### config.mk
export PLATFORM = sky130hd
export DESIGN_NAME = fetch_ctrl_flat
export DESIGN_NICKNAME = d
export VERILOG_FILES = /design/src/rtl/fetch_ctrl_pkg.sv /design/src/rtl/fetch_ctrl_if.sv /design/src/rtl/fetch_ctrl_pc_gen.sv /design/src/rtl/fetch_ctrl.sv /design/src/flat_wrapper.sv
export SDC_FILE = /design/constraint.sdc
export NUM_CORES = 1
export LEC_CHECK = 0
export CORE_MARGIN = 2
export CORE_UTILIZATION = 48
export CTS_BUF_LIST = sky130_fd_sc_hd__clkbuf_4
export DETAILED_ROUTE_END_ITERATION = 12
export PLACE_DENSITY = 0.83
export RECOVER_POWER = 25
export SLEW_MARGIN = 25
export SYNTH_ARGS = -nofsm -noshare
export SYNTH_HDL_FRONTEND = slang
export SYNTH_SLANG_ARGS = --single-unit
### constraint.sdc
create_clock -name i_clk -period 2.4 [get_ports i_clk]
set_input_delay 0.72 -clock i_clk [delete_from_list [all_inputs] [get_ports i_clk]]
set_output_delay 0.72 -clock i_clk [all_outputs]
set_load 0.02 [all_outputs]
### src/rtl/fetch_ctrl_pkg.sv
// Shared types and constants for the instruction fetch sequencer.
// Latency: n/a (declarations only).
// Backpressure: n/a.
package fetch_ctrl_pkg;

    typedef enum logic [1:0] {
        RESET_WAIT = 2'd0,
        REQ        = 2'd1,
        HOLD       = 2'd2,
        DRAIN      = 2'd3
    } fetch_state_t;

    // Every instruction occupies one aligned 4-byte word.
    localparam int INSTR_BYTES = 4;

    // Value shown on the instruction bus before the first fetch lands.
    localparam int RESET_INSTR = 0;

endpackage

### src/rtl/fetch_ctrl_if.sv
// Bundle of the fetch sequencer's redirect, memory and IF/ID signals.
// Latency: n/a (wiring only).
// Backpressure: i_stall_d holds the IF/ID stage; the memory side is req/ack.
interface fetch_ctrl_if
    import fetch_ctrl_pkg::*;
#(
    parameter int P_DATA_WIDTH = 32,
    parameter int PC_WIDTH     = 10,
    parameter int P_CNT_WIDTH  = 16
);
    logic                    i_stall_d;
    logic                    i_pcsrc_e;
    logic [PC_WIDTH:0]       i_pctarget_e;
    logic                    o_mem_req;
    logic [PC_WIDTH:0]       o_mem_addr;
    logic                    i_mem_ack;
    logic [P_DATA_WIDTH-1:0] i_mem_rdata;
    logic                    o_valid_f;
    logic [P_DATA_WIDTH-1:0] o_instr_f;
    logic [PC_WIDTH:0]       o_pc_f;
    logic [PC_WIDTH:0]       o_pc4_f;
    logic                    o_busy_f;
    logic [P_CNT_WIDTH-1:0]  o_wait_cnt;

    // The fetch sequencer side.
    modport master (
        input  i_stall_d, i_pcsrc_e, i_pctarget_e, i_mem_ack, i_mem_rdata,
        output o_mem_req, o_mem_addr, o_valid_f, o_instr_f, o_pc_f, o_pc4_f,
               o_busy_f, o_wait_cnt
    );

    // The surrounding pipeline / memory side.
    modport slave (
        output i_stall_d, i_pcsrc_e, i_pctarget_e, i_mem_ack, i_mem_rdata,
        input  o_mem_req, o_mem_addr, o_valid_f, o_instr_f, o_pc_f, o_pc4_f,
               o_busy_f, o_wait_cnt
    );
endinterface

### src/rtl/fetch_ctrl_pc_gen.sv
// Fetch PC register, pending redirect target register and the +4 adder.
// Latency: loads take effect on the next clock; fetch_pc4 is combinational.
// Backpressure: none; the sequencer only pulses loads when the PC may advance.
module fetch_ctrl_pc_gen
    import fetch_ctrl_pkg::*;
#(
    parameter int PC_WIDTH   = 10,
    parameter int P_RESET_PC = 0
) (
    input  logic              i_clk,
    input  logic              i_rst_n,
    input  logic              load_next,
    input  logic              load_target,
    input  logic              latch_target,
    input  logic [PC_WIDTH:0] target,
    output logic [PC_WIDTH:0] fetch_pc,
    output logic [PC_WIDTH:0] fetch_pc4
);
    localparam logic [PC_WIDTH:0] ALIGN_MASK = ~((PC_WIDTH+1)'(INSTR_BYTES - 1));
    localparam logic [PC_WIDTH:0] RESET_PC   = (PC_WIDTH+1)'(P_RESET_PC) & ALIGN_MASK;
    localparam logic [PC_WIDTH:0] PC_STEP    = (PC_WIDTH+1)'(INSTR_BYTES);

    logic [PC_WIDTH:0] fetch_pc_q;
    logic [PC_WIDTH:0] target_q;
    logic [PC_WIDTH:0] target_aligned;
    logic [PC_WIDTH:0] pending_target;

    // A redirect arriving this cycle is newer than anything already latched.
    assign target_aligned = target & ALIGN_MASK;
    assign pending_target = latch_target ? target_aligned : target_q;
    assign fetch_pc       = fetch_pc_q;
    assign fetch_pc4      = fetch_pc_q + PC_STEP;

    // Target capture and PC update; a redirect load beats sequential advance.
    always_ff @(posedge i_clk or negedge i_rst_n) begin
        if (!i_rst_n) begin
            fetch_pc_q <= RESET_PC;
            target_q   <= '0;
        end else begin
            if (latch_target) begin
                target_q <= target_aligned;
            end
            if (load_target) begin
                fetch_pc_q <= pending_target;
            end else if (load_next) begin
                fetch_pc_q <= fetch_pc4;
            end
        end
    end
endmodule

### src/rtl/fetch_ctrl.sv
// Fetch sequencer: owns the PC and walks a req/ack instruction memory port.
// Latency: o_valid_f rises the cycle after i_mem_ack; zero-wait memory gives 1 instr / 2 cycles.
// Backpressure: i_stall_d freezes the held instruction; redirects squash wrong-path fetches.
module fetch_ctrl
    import fetch_ctrl_pkg::*;
#(
    parameter int P_DATA_WIDTH = 32,
    parameter int PC_WIDTH     = 10,
    parameter int P_RESET_PC   = 0,
    parameter int P_CNT_WIDTH  = 16
) (
    input  logic          i_clk,
    input  logic          i_rst_n,
    fetch_ctrl_if.master  bus
);
    localparam logic [P_CNT_WIDTH-1:0] CNT_ONE = P_CNT_WIDTH'(1);

    fetch_state_t      state;
    logic              load_next;
    logic              load_target;
    logic              latch_target;
    logic              mem_busy;
    logic [PC_WIDTH:0] fetch_pc;
    logic [PC_WIDTH:0] fetch_pc4;

    fetch_ctrl_pc_gen #(
        .PC_WIDTH   (PC_WIDTH),
        .P_RESET_PC (P_RESET_PC)
    ) u_pc_gen (
        .i_clk        (i_clk),
        .i_rst_n      (i_rst_n),
        .load_next    (load_next),
        .load_target  (load_target),
        .latch_target (latch_target),
        .target       (bus.i_pctarget_e),
        .fetch_pc     (fetch_pc),
        .fetch_pc4    (fetch_pc4)
    );

    // The address stays on fetch_pc for the whole request, so it cannot move before ack.
    assign mem_busy       = (state == REQ) || (state == DRAIN);
    assign bus.o_mem_req  = mem_busy;
    assign bus.o_busy_f   = mem_busy;
    assign bus.o_mem_addr = fetch_pc;

    // PC control: which events move fetch_pc and when a redirect target is captured.
    always_comb begin
        load_next    = 1'b0;
        load_target  = 1'b0;
        latch_target = 1'b0;
        case (state)
            REQ: begin
                latch_target = bus.i_pcsrc_e;
                load_target  = bus.i_mem_ack & bus.i_pcsrc_e;
            end
            HOLD: begin
                latch_target = bus.i_pcsrc_e;
                load_target  = bus.i_pcsrc_e;
                load_next    = ~bus.i_pcsrc_e & ~bus.i_stall_d;
            end
            DRAIN: begin
                latch_target = bus.i_pcsrc_e;
                load_target  = bus.i_mem_ack;
            end
            default: ;
        endcase
    end

    // Sequencer state, the IF/ID holding registers and the saturating wait counter.
    always_ff @(posedge i_clk or negedge i_rst_n) begin
        if (!i_rst_n) begin
            state          <= RESET_WAIT;
            bus.o_valid_f  <= 1'b0;
            bus.o_instr_f  <= P_DATA_WIDTH'(RESET_INSTR);
            bus.o_pc_f     <= '0;
            bus.o_pc4_f    <= '0;
            bus.o_wait_cnt <= '0;
        end else begin
            if (mem_busy && (bus.o_wait_cnt != '1)) begin
                bus.o_wait_cnt <= bus.o_wait_cnt + CNT_ONE;
            end
            case (state)
                RESET_WAIT: state <= REQ;
                REQ: begin
                    if (bus.i_mem_ack) begin
                        if (!bus.i_pcsrc_e) begin
                            bus.o_valid_f <= 1'b1;
                            bus.o_instr_f <= bus.i_mem_rdata;
                            bus.o_pc_f    <= fetch_pc;
                            bus.o_pc4_f   <= fetch_pc4;
                            state         <= HOLD;
                        end
                    end else if (bus.i_pcsrc_e) begin
                        state <= DRAIN;
                    end
                end
                HOLD: begin
                    if (bus.i_pcsrc_e || !bus.i_stall_d) begin
                        bus.o_valid_f <= 1'b0;
                        state         <= REQ;
                    end
                end
                DRAIN: begin
                    if (bus.i_mem_ack) begin
                        state <= REQ;
                    end
                end
                default: state <= RESET_WAIT;
            endcase
        end
    end
endmodule

### src/flat_wrapper.sv
// flat-port wrapper written by rule: the top's interface ports become plain ports
module fetch_ctrl_flat import fetch_ctrl_pkg::*;
#(
    parameter int P_DATA_WIDTH = 32,
    parameter int PC_WIDTH     = 10,
    parameter int P_RESET_PC   = 0,
    parameter int P_CNT_WIDTH  = 16
)
  (i_clk, i_rst_n, bus_i_stall_d, bus_i_pcsrc_e, bus_i_pctarget_e, bus_i_mem_ack, bus_i_mem_rdata, bus_o_mem_req, bus_o_mem_addr, bus_o_valid_f, bus_o_instr_f, bus_o_pc_f, bus_o_pc4_f, bus_o_busy_f, bus_o_wait_cnt);
  fetch_ctrl_if #(.P_DATA_WIDTH(P_DATA_WIDTH), .PC_WIDTH(PC_WIDTH), .P_CNT_WIDTH(P_CNT_WIDTH)) bus_i ();
  input  logic i_clk;
  input  logic i_rst_n;
  input wire logic [$bits(bus_i.i_stall_d)-1:0] bus_i_stall_d;
  input wire logic [$bits(bus_i.i_pcsrc_e)-1:0] bus_i_pcsrc_e;
  input wire logic [$bits(bus_i.i_pctarget_e)-1:0] bus_i_pctarget_e;
  input wire logic [$bits(bus_i.i_mem_ack)-1:0] bus_i_mem_ack;
  input wire logic [$bits(bus_i.i_mem_rdata)-1:0] bus_i_mem_rdata;
  output wire logic [$bits(bus_i.o_mem_req)-1:0] bus_o_mem_req;
  output wire logic [$bits(bus_i.o_mem_addr)-1:0] bus_o_mem_addr;
  output wire logic [$bits(bus_i.o_valid_f)-1:0] bus_o_valid_f;
  output wire logic [$bits(bus_i.o_instr_f)-1:0] bus_o_instr_f;
  output wire logic [$bits(bus_i.o_pc_f)-1:0] bus_o_pc_f;
  output wire logic [$bits(bus_i.o_pc4_f)-1:0] bus_o_pc4_f;
  output wire logic [$bits(bus_i.o_busy_f)-1:0] bus_o_busy_f;
  output wire logic [$bits(bus_i.o_wait_cnt)-1:0] bus_o_wait_cnt;
  assign bus_i.i_stall_d = bus_i_stall_d;
  assign bus_i.i_pcsrc_e = bus_i_pcsrc_e;
  assign bus_i.i_pctarget_e = bus_i_pctarget_e;
  assign bus_i.i_mem_ack = bus_i_mem_ack;
  assign bus_i.i_mem_rdata = bus_i_mem_rdata;
  assign bus_o_mem_req = bus_i.o_mem_req;
  assign bus_o_mem_addr = bus_i.o_mem_addr;
  assign bus_o_valid_f = bus_i.o_valid_f;
  assign bus_o_instr_f = bus_i.o_instr_f;
  assign bus_o_pc_f = bus_i.o_pc_f;
  assign bus_o_pc4_f = bus_i.o_pc4_f;
  assign bus_o_busy_f = bus_i.o_busy_f;
  assign bus_o_wait_cnt = bus_i.o_wait_cnt;
  fetch_ctrl #(.P_DATA_WIDTH(P_DATA_WIDTH), .PC_WIDTH(PC_WIDTH), .P_RESET_PC(P_RESET_PC), .P_CNT_WIDTH(P_CNT_WIDTH)) u_core (.i_clk(i_clk), .i_rst_n(i_rst_n), .bus(bus_i));
endmodule
# ---- After elaboration in Yosys (flattened, before gate mapping)
# Cells that the tools add are included.
dict set report classes {
  add_sub_neg 2
  eq_ne 10
  muxes 16
  bitwise_logic 4
  reduce_logical 11
}
# op count
set op_table {}
lappend op_table {{2-to-1 mux 11 bit} 3}
lappend op_table {{adder 16 x 1 -> 16 bit, second input constant} 1}
lappend op_table {{!= test 16 bit, second input constant} 1}
lappend op_table {{adder 11 x 3 -> 11 bit, second input constant} 1}
lappend op_table {{2-to-1 mux 2 bit} 5}
lappend op_table {{case mux 2 bit (4 select lines)} 1}
lappend op_table {{AND reduction 4 bit} 2}
lappend op_table {{!= test 2 bit, second input constant} 3}
lappend op_table {{!= test 3 bit, second input constant} 2}
lappend op_table {{2-to-1 mux 1 bit} 5}
lappend op_table {{== test 2 bit, second input constant} 2}
lappend op_table {{nonzero test 2 bit} 2}
lappend op_table {{case mux 1 bit (3 select lines)} 1}
lappend op_table {{AND reduction 3 bit} 1}
lappend op_table {{OR reduction 3 bit} 1}
lappend op_table {{bitwise AND 1 bit} 2}
lappend op_table {{== test 2 x 1 -> 1 bit, second input constant} 1}
lappend op_table {{logical NOT 2 bit} 1}
lappend op_table {{logical OR 1 bit} 2}
lappend op_table {{!= test 2 x 1 -> 1 bit, second input constant} 1}
lappend op_table {{inverter 1 bit} 2}
lappend op_table {{case mux 1 bit (2 select lines)} 1}
lappend op_table {{logical AND 1 bit} 1}
lappend op_table {{logical NOT 1 bit} 1}
dict set report totals {
  ff_bits 95
  input_bits 48
  out_inout_bits 84
  elab_cells 51
}

# ---- Depth between registers and ports, before layout
# Gate-level depths: netlist of the first run.
dict set report logic_depth {
  ltp_word 5
  mapped_depth 7
  mapped_depth_nobuf 5
}

# ---- Hierarchy
# Synthesis of the first run repeated with hierarchy kept, for this count alone.
dict set report unflattened {
  hier_cells 311
  area_unflattened_um2 4105.2
}
# module instances cells_per_inst area_per_inst_um2 seq_area_each_um2
set modules_own_cells {}
lappend modules_own_cells {fetch_ctrl 1 212 3039.2 1826.8}
lappend modules_own_cells {fetch_ctrl_pc_gen 1 99 1066.0 550.5}

# ---- Worst setup path before layout of the first run
# OpenSTA, ideal clock, no wires.
dict set report synth_path {
  path_type {input to register}
  start {in bus_i_pcsrc_e}
  end {reg u_core.u_pc_gen.fetch_pc_q[9], in the netlist u_core.u_pc_gen.fetch_pc[9]}
  setup_ns 0.125
  arrival_ns 1.949
  required_ns 2.275
  path_slack_ns 0.326
  cell_stages 6
  n_path_buf 2
  cell_sequence {buf_6 or4b_1 buf_2 nor3_4 xnor2_1 mux2_2}
}
dict set report synth_between {
  elab_chain_cells 4
  elab_cells_between_ends 9
  classes_between {mux (5); bitwise (3); reduce/logical (1)}
}
# element line_no
set synth_rtl {}
lappend synth_rtl {{start, declared} flat_wrapper.sv:14} ;# input wire logic [$bits(bus_i.i_pcsrc_e)-1:0] bus_i_pcsrc_e;
lappend synth_rtl {{parallel branches: the longest is 4 deep, another holds 2-to-1 mux 11 bit} n/a}
lappend synth_rtl {{end signal, assigned} fetch_ctrl_pc_gen.sv:44} ;# fetch_pc_q <= pending_target;
lappend synth_rtl {{end signal, assigned} fetch_ctrl_pc_gen.sv:46} ;# fetch_pc_q <= fetch_pc4;
lappend synth_rtl {{end, declared} fetch_ctrl_pc_gen.sv:23} ;# logic [PC_WIDTH:0] fetch_pc_q;
# Parallel ways; which one is timed is not known.
# A chain may end at the register's enable or synchronous reset.

# ---- Worst setup path after layout of the first run
dict set report layout_path {
  start {reg u_core.u_pc_gen.fetch_pc_q[5], in the netlist u_core.u_pc_gen.fetch_pc[5]}
  end {out bus_o_mem_addr[5]}
}
# element line_no
set layout_lines {}
lappend layout_lines {{end, declared} flat_wrapper.sv:19} ;# output wire logic [$bits(bus_i.o_mem_addr)-1:0] bus_o_mem_addr;
# No word-level cell between the ends.

==> out/results.txt, run 1 <==
NetSw: 0.001972 W
Final Cell Area: 5582 µm²
Core Box Area: 8175 µm²
Max-cap viol count: 0
Postcts setup bufs: 0
Peak Freq: 433.8 MHz
Share of power burned in registers: 0.439
Worst r2r src: u_core.bus.o_wait_cnt[8]
Initial antenna violation count: 0
Setup WS pre-CTS: -0.1211 ns
Aggregate global-route resource usage: 0.2232
R2R Path End: u_core.bus.o_wait_cnt[1]
Initial Utilization: 0.4928
Critical path depth in cells: 1
Final WS setup: 0.09454 ns
N_diodes: 0
Post-synth EDFFs: 0
Syn. warnings: 0
Seq/Total Area, Yosys: 0.5776
Vias in the first global route: 3249
Slew Limit Fails: 0
Critical Path RT: 1.68 ns
Crit path cell chain: clkdlybuf4s50_1
Fin nets: 589
Final Wtd Congestion: 0.8469
Layout area overhead: 38.54%
Post-route ant nets: 0
Tightest Pin Transition: 1.234 ns
Leak Pwr: 2.539 nW
Final min period: 2.305 ns
Leading area contributor after synthesis: dfrtp_1
R2R cell count: 4
Switching portion of total power: 0.3685
CP bufs+invs: 1
PwrDens: 958.9 nW/µm²
Top cells by area, synth: dfrtp_1, nand2_1, mux2_2, xnor2_1, o21ai_0
Residual DRC count: 0
Clock power share: 0.156
CP arrival: 1.59 ns
CP max stage cell: clkdlybuf4s50_1
# port buffers: 129
H-tree depth: 3
Die area: 9142 µm²
CP delay by family, top: buffers and inverters
Combinational power share: 0.405
TritonCTS clock tree: yes
Hold-fix buffers, CTS: 0
VDD IR max: 0.7653 mV
First drt pass iteration count: 4
CTS Buf Count: 9
R2R Setup Slk: 0.46 ns
Detailed Route WL: 9.633 mm
Synth top area share: 0.5776
Via count: 3335
FFs w/ async S/R, synth: 1.000
FILL cells: 659
Post-Syn Instances: 416
Worst min path class: input pin to async pin
Slew headroom: 0.1773
Internal power: 0.003380 W
Hold Violations, Final: 0
Avg WL per Cell: 14.84 µm
Syn_area_per_cell: 9.685 µm²
Initial DRC Count: 158
Status: complete, no violations
Critical Path Start Type: register
Final Setup Violations: 0
First-pass GRT wire length: 15.76 mm
Post-synth top flop: dfrtp_1
Syn nets: 466
Critical Path Fanout Max: 10
# rows: 33
Area after DPL: 5446 µm²
Die width: 95.62 µm
CTS max path bufs: 2
Vias/cell: 5.139
Share of cells above drive strength 1: 0.09191
Netlist Area Pre-Place: 4029 µm²
I/O Pins: 132
Sink Count: 93
Yosys cell types: 40
Worst Skew: 0.01993 ns
Clock Latency Late Sink: 0.42 ns
Critical path endpoint category: primary output
Largest net degree at the start of global routing: 63
Grt ovf: 0
Reg clk slew, reported paths: 0.14 ns
RSZ-0062 raised after global routing: no
DP Wirelength: 6.910 mm
Critical path type: register to primary output
Clock root cell: clkbuf_4
Fin crit share: 0.9606
Die height: 95.62 µm
Synthesis-stage register bit count: 93
Crit-path max cell delay: 0.67 ns
registers in the layout, summed over array words and instances, names as in the netlist:
name                      flops
u_core.bus.o_pc_f             9
u_core.state                  2
u_core.u_pc_gen.target_q     11
u_core.bus.o_wait_cnt        16
u_core.bus.o_pc4_f           11
u_core.bus.o_instr_f         32
u_core.bus.o_valid_f          1
u_core.u_pc_gen.fetch_pc     11
how the worst max path moves through the flow:
stage | startpoint | endpoint | slack, ns
2_1_floorplan | bus_i_pcsrc_e | u_core.u_pc_gen.fetch_pc[9] | 0.33
3_3_place_gp | bus_i_pcsrc_e | u_core.u_pc_gen.fetch_pc[9] | -0.02
3_5_place_dp | bus_i_pcsrc_e | u_core.u_pc_gen.fetch_pc[8] | -0.12
4_1_cts | u_core.u_pc_gen.fetch_pc[6] | bus_o_mem_addr[6] | 0.0003
5_1_grt | u_core.bus.o_wait_cnt[12] | bus_o_wait_cnt[12] | 0.03
6_report | u_core.u_pc_gen.fetch_pc[5] | bus_o_mem_addr[5] | 0.09
final cells by class:
cell class              count  area (µm²)  share of cell area
flip-flops and latches     93        2333              0.4181
multi-input cells         288        1538              0.2755
repair buffers            144        1431              0.2564
well taps                 105       131.4             0.02354
clock buffers              10       75.07             0.01345
clock inverters             6       61.31             0.01098
inverters                   3       11.26            0.002017
Yosys cell counts (2+ instances only):
| cell | count |
|---|---|
| nand2_1 | 153 |
| dfrtp_1 | 93 |
| clkbuf_1 | 19 |
| o21ai_0 | 18 |
| xnor2_1 | 15 |
| mux2_2 | 14 |
| nor2_1 | 13 |
| nand3_1 | 11 |
| buf_2 | 7 |
| nand4_1 | 7 |
| a21oi_1 | 5 |
| buf_4 | 5 |
| o31ai_1 | 5 |
| xor2_1 | 5 |
| a31oi_1 | 3 |
| and3_1 | 3 |
| and4_1 | 3 |
| inv_1 | 3 |
| nor3b_1 | 3 |
| o2111ai_1 | 3 |
| o311ai_0 | 3 |
| a221o_1 | 2 |
| and2_1 | 2 |
| ha_1 | 2 |
| nand2b_1 | 2 |
| nor2b_1 | 2 |
| nor3_1 | 2 |
metrics by stage:
step / total power, W / cells / utilization / setup TNS [ns] / hold WS (ns)
detailed placement: 0.004558 / 633 / 0.6662 / -0.1921 / 0.4613
global route: 0.005700 / 649 / 0.6827 / 0 / 0.3577
CTS: 0.005405 / 649 / 0.6830 / 0 / 0.1023
floorplan: 0.003403 / 416 / - / 0 / 0.4244
finish: 0.005352 / 649 / 0.6827 / 0 / 0.3516
global placement: 0.004485 / 633 / 0.6662 / -0.02074 / 0.4580
cell families after synthesis:
kind of cell | count (synthesis) | synth area share
AOI/OAI and AO/OA | 44 | 0.07019
xor gates and xnor gates | 20 | 0.04348
adders and majority gates | 2 | 0.006210
buffers and inverters | 35 | 0.04130
DFF | 93 | 0.5776
muxes | 14 | 0.03913
and+or+nand+nor | 208 | 0.2221
power groups by stage:
| stage | Combinational [W] | Sequential, W | Clock [W] |
|---|---|---|---|
| after detailed placement | 0.00219 | 0.00237 | 0 |
| final | 0.00217 | 0.00235 | 0.000835 |
| after global placement | 0.00214 | 0.00235 | 0 |
| after CTS | 0.00220 | 0.00234 | 0.000867 |
| after floorplan | 0.000616 | 0.00279 | 0 |
| after global routing | 0.00236 | 0.00241 | 0.000929 |
layout by cell type (no fill, tap or decap), drive strengths merged, types with 2 or more instances in the layout:
cell | Yosys | final
a21oi | 5 | 5
nor3b | 3 | 3
o2111ai | 3 | 3
nor2b | 2 | 2
nor3 | 3 | 3
o31ai | 5 | 5
mux2 | 14 | 14
nand4 | 7 | 7
dfrtp | 93 | 93
nand2b | 2 | 2
a221o | 2 | 2
a31oi | 3 | 3
xnor2 | 15 | 15
or2 | 2 | 2
xor2 | 5 | 5
and4 | 3 | 3
o311ai | 3 | 3
nand3 | 11 | 11
clkdlybuf4s50 | 0 | 128
buf | 13 | 14
and2 | 3 | 3
nor2 | 13 | 13
clkbuf | 19 | 12
nand2 | 153 | 153
and3 | 3 | 3
ha | 2 | 2
o21ai | 19 | 19
clkinv | 0 | 4
inv | 3 | 4
worst reg2reg max path, delay by kind of cell (launching register included):
family / cells / cell delay (ns)
and+or+nand+nor: 2 / 0.73
DFF: 1 / 0.48
muxes: 1 / 0.36
AOI/OAI and AO/OA: 1 / 0.27
repair_timing:
action | CTS | global route
endpoints found under the setup margin | 1 | 5
pin swaps | 0 | 0
resized for setup | 1 | 4
metal layers:
metal	part of all wire	global-route usage	vias to the layer above	routed length [µm]
met1	0.42	0.2902	1600	4079
li1	-	-	1620	-
met5	0	0	-	0
met3	0.076	0.05692	6	732
met4	0.0063	0.06071	0	61
met2	0.49	0.3724	109	4759
No activity file was read; power rests on OpenSTA's default activity.
==> inputs of run 2 (changes only) <==
--- a/config.mk
+++ b/config.mk
@@ -5,6 +5,7 @@
 export SDC_FILE = /design/constraint.sdc
 export NUM_CORES = 1
 export LEC_CHECK = 0
+export ABC_CLOCK_PERIOD_IN_PS = 2600
 export CORE_MARGIN = 2
 export CORE_UTILIZATION = 48
 export CTS_BUF_LIST = sky130_fd_sc_hd__clkbuf_4
==> constraint.sdc (replaced) <==
create_clock -name i_clk -period 2.6 [get_ports i_clk]
set_input_delay 0.78 -clock i_clk [delete_from_list [all_inputs] [get_ports i_clk]]
set_output_delay 0.78 -clock i_clk [all_outputs]
set_load 0.02 [all_outputs]
==> run 2 against run 1 <==
  * Clock-buffer cell count fell by 1
  * Final cell count fell by 0.92%
  * Worst hold slack improved by 0.14 ns
  * Non-clock buffer count fell by 5
  * Register-to-register slack improved by 0.20 ns
  * Largest power group unchanged
  * Sequential power fell by 8%
  * Global-route usage barely moved
  * Die area did not move
  * Sequential share of layout area rose by 0.33 points
  * Critical path type unchanged
==> out/results.txt, run 2 (synthesis gave the netlist of run 1 again) <==
Status: complete, no violations
Detailed Route WL: 9.726 mm (+0.97%)
Initial antenna violation count: 0 (unchanged)
Avg WL per Cell: 15.13 µm (+1.9%)
Sink Count: 93 (unchanged)
Worst Skew: 0.01653 ns (-0.003401 ns)
Layout Cells excl Fill: 643 (-0.92%)
Critical Path RT: 1.82 ns (+0.14 ns)
Crit path cell chain: clkdlybuf4s50_1
Post-route ant nets: 0 (unchanged)
Clock Latency Late Sink: 0.43 ns (about the same)
# port buffers: 129 (unchanged)
PwrDens: 892.3 nW/µm² (-7.0%)
CP delay by family, top: buffers and inverters
Slew Limit Fails: 0 (unchanged)
Critical Path Start Type: register
Clock root cell: clkbuf_4
Cts repair resizes: 0 (-1)
Fin nets: 584 (-0.85%)
Die width: 95.62 µm (unchanged)
Top Registers: u_core.bus.o_instr_f (32), u_core.bus.o_wait_cnt (16)
R2R Path End: u_core.bus.o_wait_cnt[1]
RSZ-0062 raised after global routing: no
Critical path depth in cells: 1 (unchanged)
Commonest cells after routing, fill and taps aside: nand2_1, clkdlybuf4s50_1, dfrtp_1
R2R Setup Slk: 0.66 ns (+0.20 ns)
Residual DRC count: 0 (unchanged)
Power Total: 0.004928 W (-7.9%)
TNS Setup: 0 ns (unchanged)
I/O Pins: 132 (unchanged)
Most common cell after layout, fill and taps aside: nand2_1
Final Wtd Congestion: 0.8277 (-2.3%)
Largest net degree at the start of global routing: 63 (unchanged)
Largest Register: u_core.bus.o_instr_f
CTS max path bufs: 2 (unchanged)
Core Box Area: 8175 µm² (unchanged)
Max reg flops: 32 (unchanged)
FILL cells: 673 (+2.1%)
Via count: 3334 (-0.030%)
Crit path capture: bus_o_mem_addr[5]
Hold-fix buffers, CTS: 0 (unchanged)
Critical Path Fanout Max: 10 (unchanged)
Initial DRC Count: 176 (+11%)
Leak Pwr: 2.513 nW (-1.1%)
CP arrival: 1.69 ns (+0.10 ns)
Share of cells above drive strength 1: 0.07621 (-0.01570)
Placed cells: 628 (-0.79%)
Final Setup Violations: 0 (unchanged)
Vias/cell: 5.185 (+0.90%)
Initial Utilization: 0.4928 (unchanged)
Layout area overhead: 37.08%
First-pass GRT wire length: 15.84 mm (+0.53%)
Worst Setup SP: u_core.u_pc_gen.fetch_pc[5]
Worst r2r src: u_core.bus.o_wait_cnt[8]
Worst min path class: register to register
R2R cell count: 4 (unchanged)
Max-cap viol count: 0 (unchanged)
Die height: 95.62 µm (unchanged)
Fin crit share: 0.9519
Tightest Pin Transition: 1.106 ns (-0.1283 ns)
Grt ovf: 0 (unchanged)
Peak Freq: 404.1 MHz
First drt pass iteration count: 4 (unchanged)
H-tree depth: 3 (unchanged)
Critical path type: register to primary output
CTS Buf Count: 9 (unchanged)
Crit-path max cell delay: 0.69 ns (+0.02 ns)
TritonCTS clock tree: yes
Die area: 9142 µm² (unchanged)
VDD IR max: 0.7897 mV (+3.2%)
N_diodes: 0 (unchanged)
Postcts setup bufs: 0 (unchanged)
DP Wirelength: 6.818 mm (-1.3%)
Hold Violations, Final: 0 (unchanged)
Critical path endpoint category: primary output
Reg clk slew, reported paths: 0.15 ns (about the same)
CP max stage cell: clkdlybuf4s50_1
CP bufs+invs: 1 (unchanged)
# rows: 33 (unchanged)
Vias in the first global route: 3254 (+0.15%)
Slew headroom: 0.2628 (+0.08553)
Aggregate global-route resource usage: 0.2234 (about the same)
Final min period: 2.475 ns
==> run 2: worst min path at each step <==
stage / start / cells after the start / to / slack, ns
after floorplan: u_core.u_pc_gen.target_q[0] / 1 / u_core.u_pc_gen.target_q[0] / 0.44
after global placement: u_core.bus.o_pc_f[7] / 2 / u_core.bus.o_pc_f[7] / 0.46
after detailed placement: u_core.bus.o_instr_f[24] / 2 / u_core.bus.o_instr_f[24] / 0.46
after CTS: i_rst_n / 1 / u_core.bus.o_wait_cnt[9] / 0.31
after global routing: u_core.bus.o_pc_f[6] / 2 / u_core.bus.o_pc_f[6] / 0.51
final: u_core.bus.o_instr_f[24] / 2 / u_core.bus.o_instr_f[24] / 0.49
==> run 2: layer usage <==
metal  share of wire  vias to the layer above  GRT usage
li1                -                     1606          -
met1            0.42                     1595     0.2996
met2            0.48                      123     0.3555
met3           0.083                       10    0.06403
met4          0.0096                        0    0.06429
met5               0                        -          0
==> run 2: metrics by stage <==
step / hold WS, ns / area (µm²) / utilization / setup WS (ns)
after floorplan: 0.4445 / 4029 / - / 0.4661
after global placement: 0.4559 / 5409 / 0.6616 / 0.1337
after detailed placement: 0.4624 / 5409 / 0.6616 / 0.07996
after CTS: 0.3094 / 5540 / 0.6777 / 0.1129
after global routing: 0.5147 / 5523 / 0.6755 / 0.02865
final: 0.4912 / 5523 / 0.6755 / 0.1251
==> run 2: power breakdown <==
part	leakage, nW	total, W	internal [W]	switching [W]
combinational	1.28	0.00199	0.000968	0.00102
clock	0.0698	0.000772	0.000289	0.000483
sequential	1.17	0.00217	0.00183	0.000333
==> run 2: layout make-up <==
cell class                 instances  area [µm²]  area share
clock buffer                       9       67.56     0.01223
multi-input combinational        288        1538      0.2784
timing repair buffer             139        1384      0.2506
inverter                           3       11.26    0.002039
tap                              105       131.4     0.02379
clock inverter                     6       63.81     0.01155
sequential                        93        2327      0.4214
==> inputs of run 3 (changes only) <==
--- a/config.mk
+++ b/config.mk
@@ -6,7 +6,6 @@
 export NUM_CORES = 1
 export LEC_CHECK = 0
 export ABC_CLOCK_PERIOD_IN_PS = 2600
-export CORE_MARGIN = 2
 export CORE_UTILIZATION = 48
 export CTS_BUF_LIST = sky130_fd_sc_hd__clkbuf_4
 export DETAILED_ROUTE_END_ITERATION = 12
==> run 3 against run 2 <==
  * Global-route usage increased by 0.87 points
  * Wire length decreased by 2.7%
  * Highest routed layer unchanged
  * First-iteration DRC count decreased by 22%
  * Sequential power about the same
  * Clock power decreased by 2.6%
  * Worst hold slack got worse by 0.0034 ns
  * Clock skew increased by 0.0019 ns
  * Register-to-register slack improved by 0.05 ns
  * Cell area increased by 0.18%
  * Via count increased by 1.2%
  * Die area decreased by 4.1%
  * Non-clock buffer count increased by 1
==> out/results.txt, run 3 (synthesis gave the netlist of run 1 again) <==
Postcts setup bufs: 0 (unchanged)
First-pass GRT wire length: 15.67 mm (-1.1%)
Core Box Area: 8175 µm² (unchanged)
CP bufs+invs: 1 (unchanged)
Critical Path Fanout Max: 10 (unchanged)
R2R Setup Slk: 0.71 ns (+0.05 ns)
Clock Latency Late Sink: 0.43 ns (about the same)
Post-route ant nets: 0 (unchanged)
RSZ-0062 raised after global routing: no
First drt pass iteration count: 5 (+1)
Clock root cell: clkbuf_4
Die height: 93.62 µm (-2.1%)
Critical path endpoint category: primary output
H-tree depth: 3 (unchanged)
Critical Path Start Type: register
Peak Freq: 402.4 MHz (-0.42%)
Aggregate global-route resource usage: 0.2320 (+0.008653)
Hold Violations, Final: 0 (unchanged)
Initial Utilization: 0.4928 (unchanged)
N_diodes: 0 (unchanged)
Worst Setup SP: u_core.u_pc_gen.fetch_pc[5]
Sink Count: 93 (unchanged)
Slew Limit Fails: 0 (unchanged)
Reg clk slew, reported paths: 0.14 ns (about the same)
TNS Setup: 0 ns (unchanged)
Worst r2r src: u_core.bus.o_wait_cnt[8]
Leak Pwr: 2.515 nW (about the same)
Vias/cell: 5.233 (+0.92%)
Largest Register: u_core.bus.o_instr_f
Final Setup Violations: 0 (unchanged)
Crit-path max cell delay: 0.69 ns (about the same)
Status: complete, no violations
Final min period: 2.485 ns (+0.01046 ns)
Worst Skew: 0.01843 ns (+0.001897 ns)
Share of cells above drive strength 1: 0.07778 (+0.001570)
CP max stage cell: clkdlybuf4s50_1
Tightest Pin Transition: 0.9769 ns (-0.1289 ns)
Critical Path RT: 1.82 ns (about the same)
Avg WL per Cell: 14.68 µm (-3.0%)
CP delay by family, top: buffers and inverters
PwrDens: 886.9 nW/µm² (-0.61%)
Fin nets: 585 (+0.17%)
Critical path depth in cells: 1 (unchanged)
Via count: 3375 (+1.2%)
Max reg flops: 32 (unchanged)
Initial DRC Count: 138 (-22%)
Die area: 8764 µm² (-4.1%)
Top Registers: u_core.bus.o_instr_f (32), u_core.bus.o_wait_cnt (16)
Cts repair resizes: 0 (unchanged)
CTS Buf Count: 9 (unchanged)
Power Total: 0.004907 W (-0.43%)
CTS max path bufs: 2 (unchanged)
Final Wtd Congestion: 0.8118 (-1.9%)
Slew headroom: 0.3487 (+0.08596)
Layout area overhead: 37.33%
# port buffers: 129 (unchanged)
R2R cell count: 4 (unchanged)
Die width: 93.62 µm (-2.1%)
Hold-fix buffers, CTS: 0 (unchanged)
Crit path cell chain: clkdlybuf4s50_1
Largest net degree at the start of global routing: 63 (unchanged)
I/O Pins: 132 (unchanged)
Commonest cells after routing, fill and taps aside: nand2_1, clkdlybuf4s50_1, dfrtp_1
Residual DRC count: 0 (unchanged)
Detailed Route WL: 9.466 mm (-2.7%)
# rows: 33 (unchanged)
CP arrival: 1.71 ns (+0.02 ns)
DP Wirelength: 6.651 mm (-2.5%)
TritonCTS clock tree: yes
Critical path type: register to primary output
Grt ovf: 0 (unchanged)
VDD IR max: 0.6725 mV (-15%)
Fin crit share: 0.9559 (+0.004022)
Worst min path class: input pin to async pin
Max-cap viol count: 0 (unchanged)
Vias in the first global route: 3406 (+4.7%)
Initial antenna violation count: 0 (unchanged)
Most common cell after layout, fill and taps aside: nand2_1
[run 3: cell count changes in the layout (fill, tap and decap cells not counted), sizes merged]
| cell | before | now |
|---|---|---|
| inv | 4 | 3 |
| clkinvlp | 1 | 2 |
| clkbuf | 10 | 11 |
| clkinv | 3 | 4 |
[run 3: power by group]
part	total [W]	leakage [nW]	internal, W	switching, W
logic	0.00199	1.28	0.000968	0.00102
clock network	0.000752	0.0670	0.000287	0.000465
registers	0.00217	1.17	0.00183	0.000337
[run 3: final cells by class]
cell class	instances	area, µm²
Timing Repair Buffer	140	1391
Clock buffer	9	67.56
Fill cell	668	2643
Inverter	3	11.26
Multi-Input combinational cell	288	1538
Clock inverter	7	66.31
Sequential cell	93	2327
Tap cell	105	131.4
[run 3: per-stage QoR]
step	util	hold slack [ns]	area (µm²)	setup WS [ns]	std cells
floorplan	-	0.4445	4029	0.4661	416
detailed placement	0.6625	0.4611	5416	0.03805	629
CTS	0.6789	0.3070	5550	0.1034	645
finish	0.6768	0.4878	5533	0.1147	645
global placement	0.6625	0.4564	5416	0.1151	629
global route	0.6768	0.5197	5533	0.03781	645
[run 3: path summary, 6_finish.rpt]
path                                                to
setup / recovery                     bus_o_mem_addr[5]
hold / removal             u_core.u_pc_gen.fetch_pc[4]
setup reg to reg              u_core.bus.o_wait_cnt[1]
hold reg to reg               u_core.bus.o_instr_f[11]
max in group asynchronous     u_core.bus.o_instr_f[15]
min in group i_clk            u_core.bus.o_instr_f[11]
[run 3: metal layers]
metal	global-route usage	routed length, µm	vias up
met1	0.2992	4101	1641
li1	-	-	1606
met2	0.3787	4603	110
met5	0	0	-
met4	0.09615	193	0
met3	0.05203	568	18
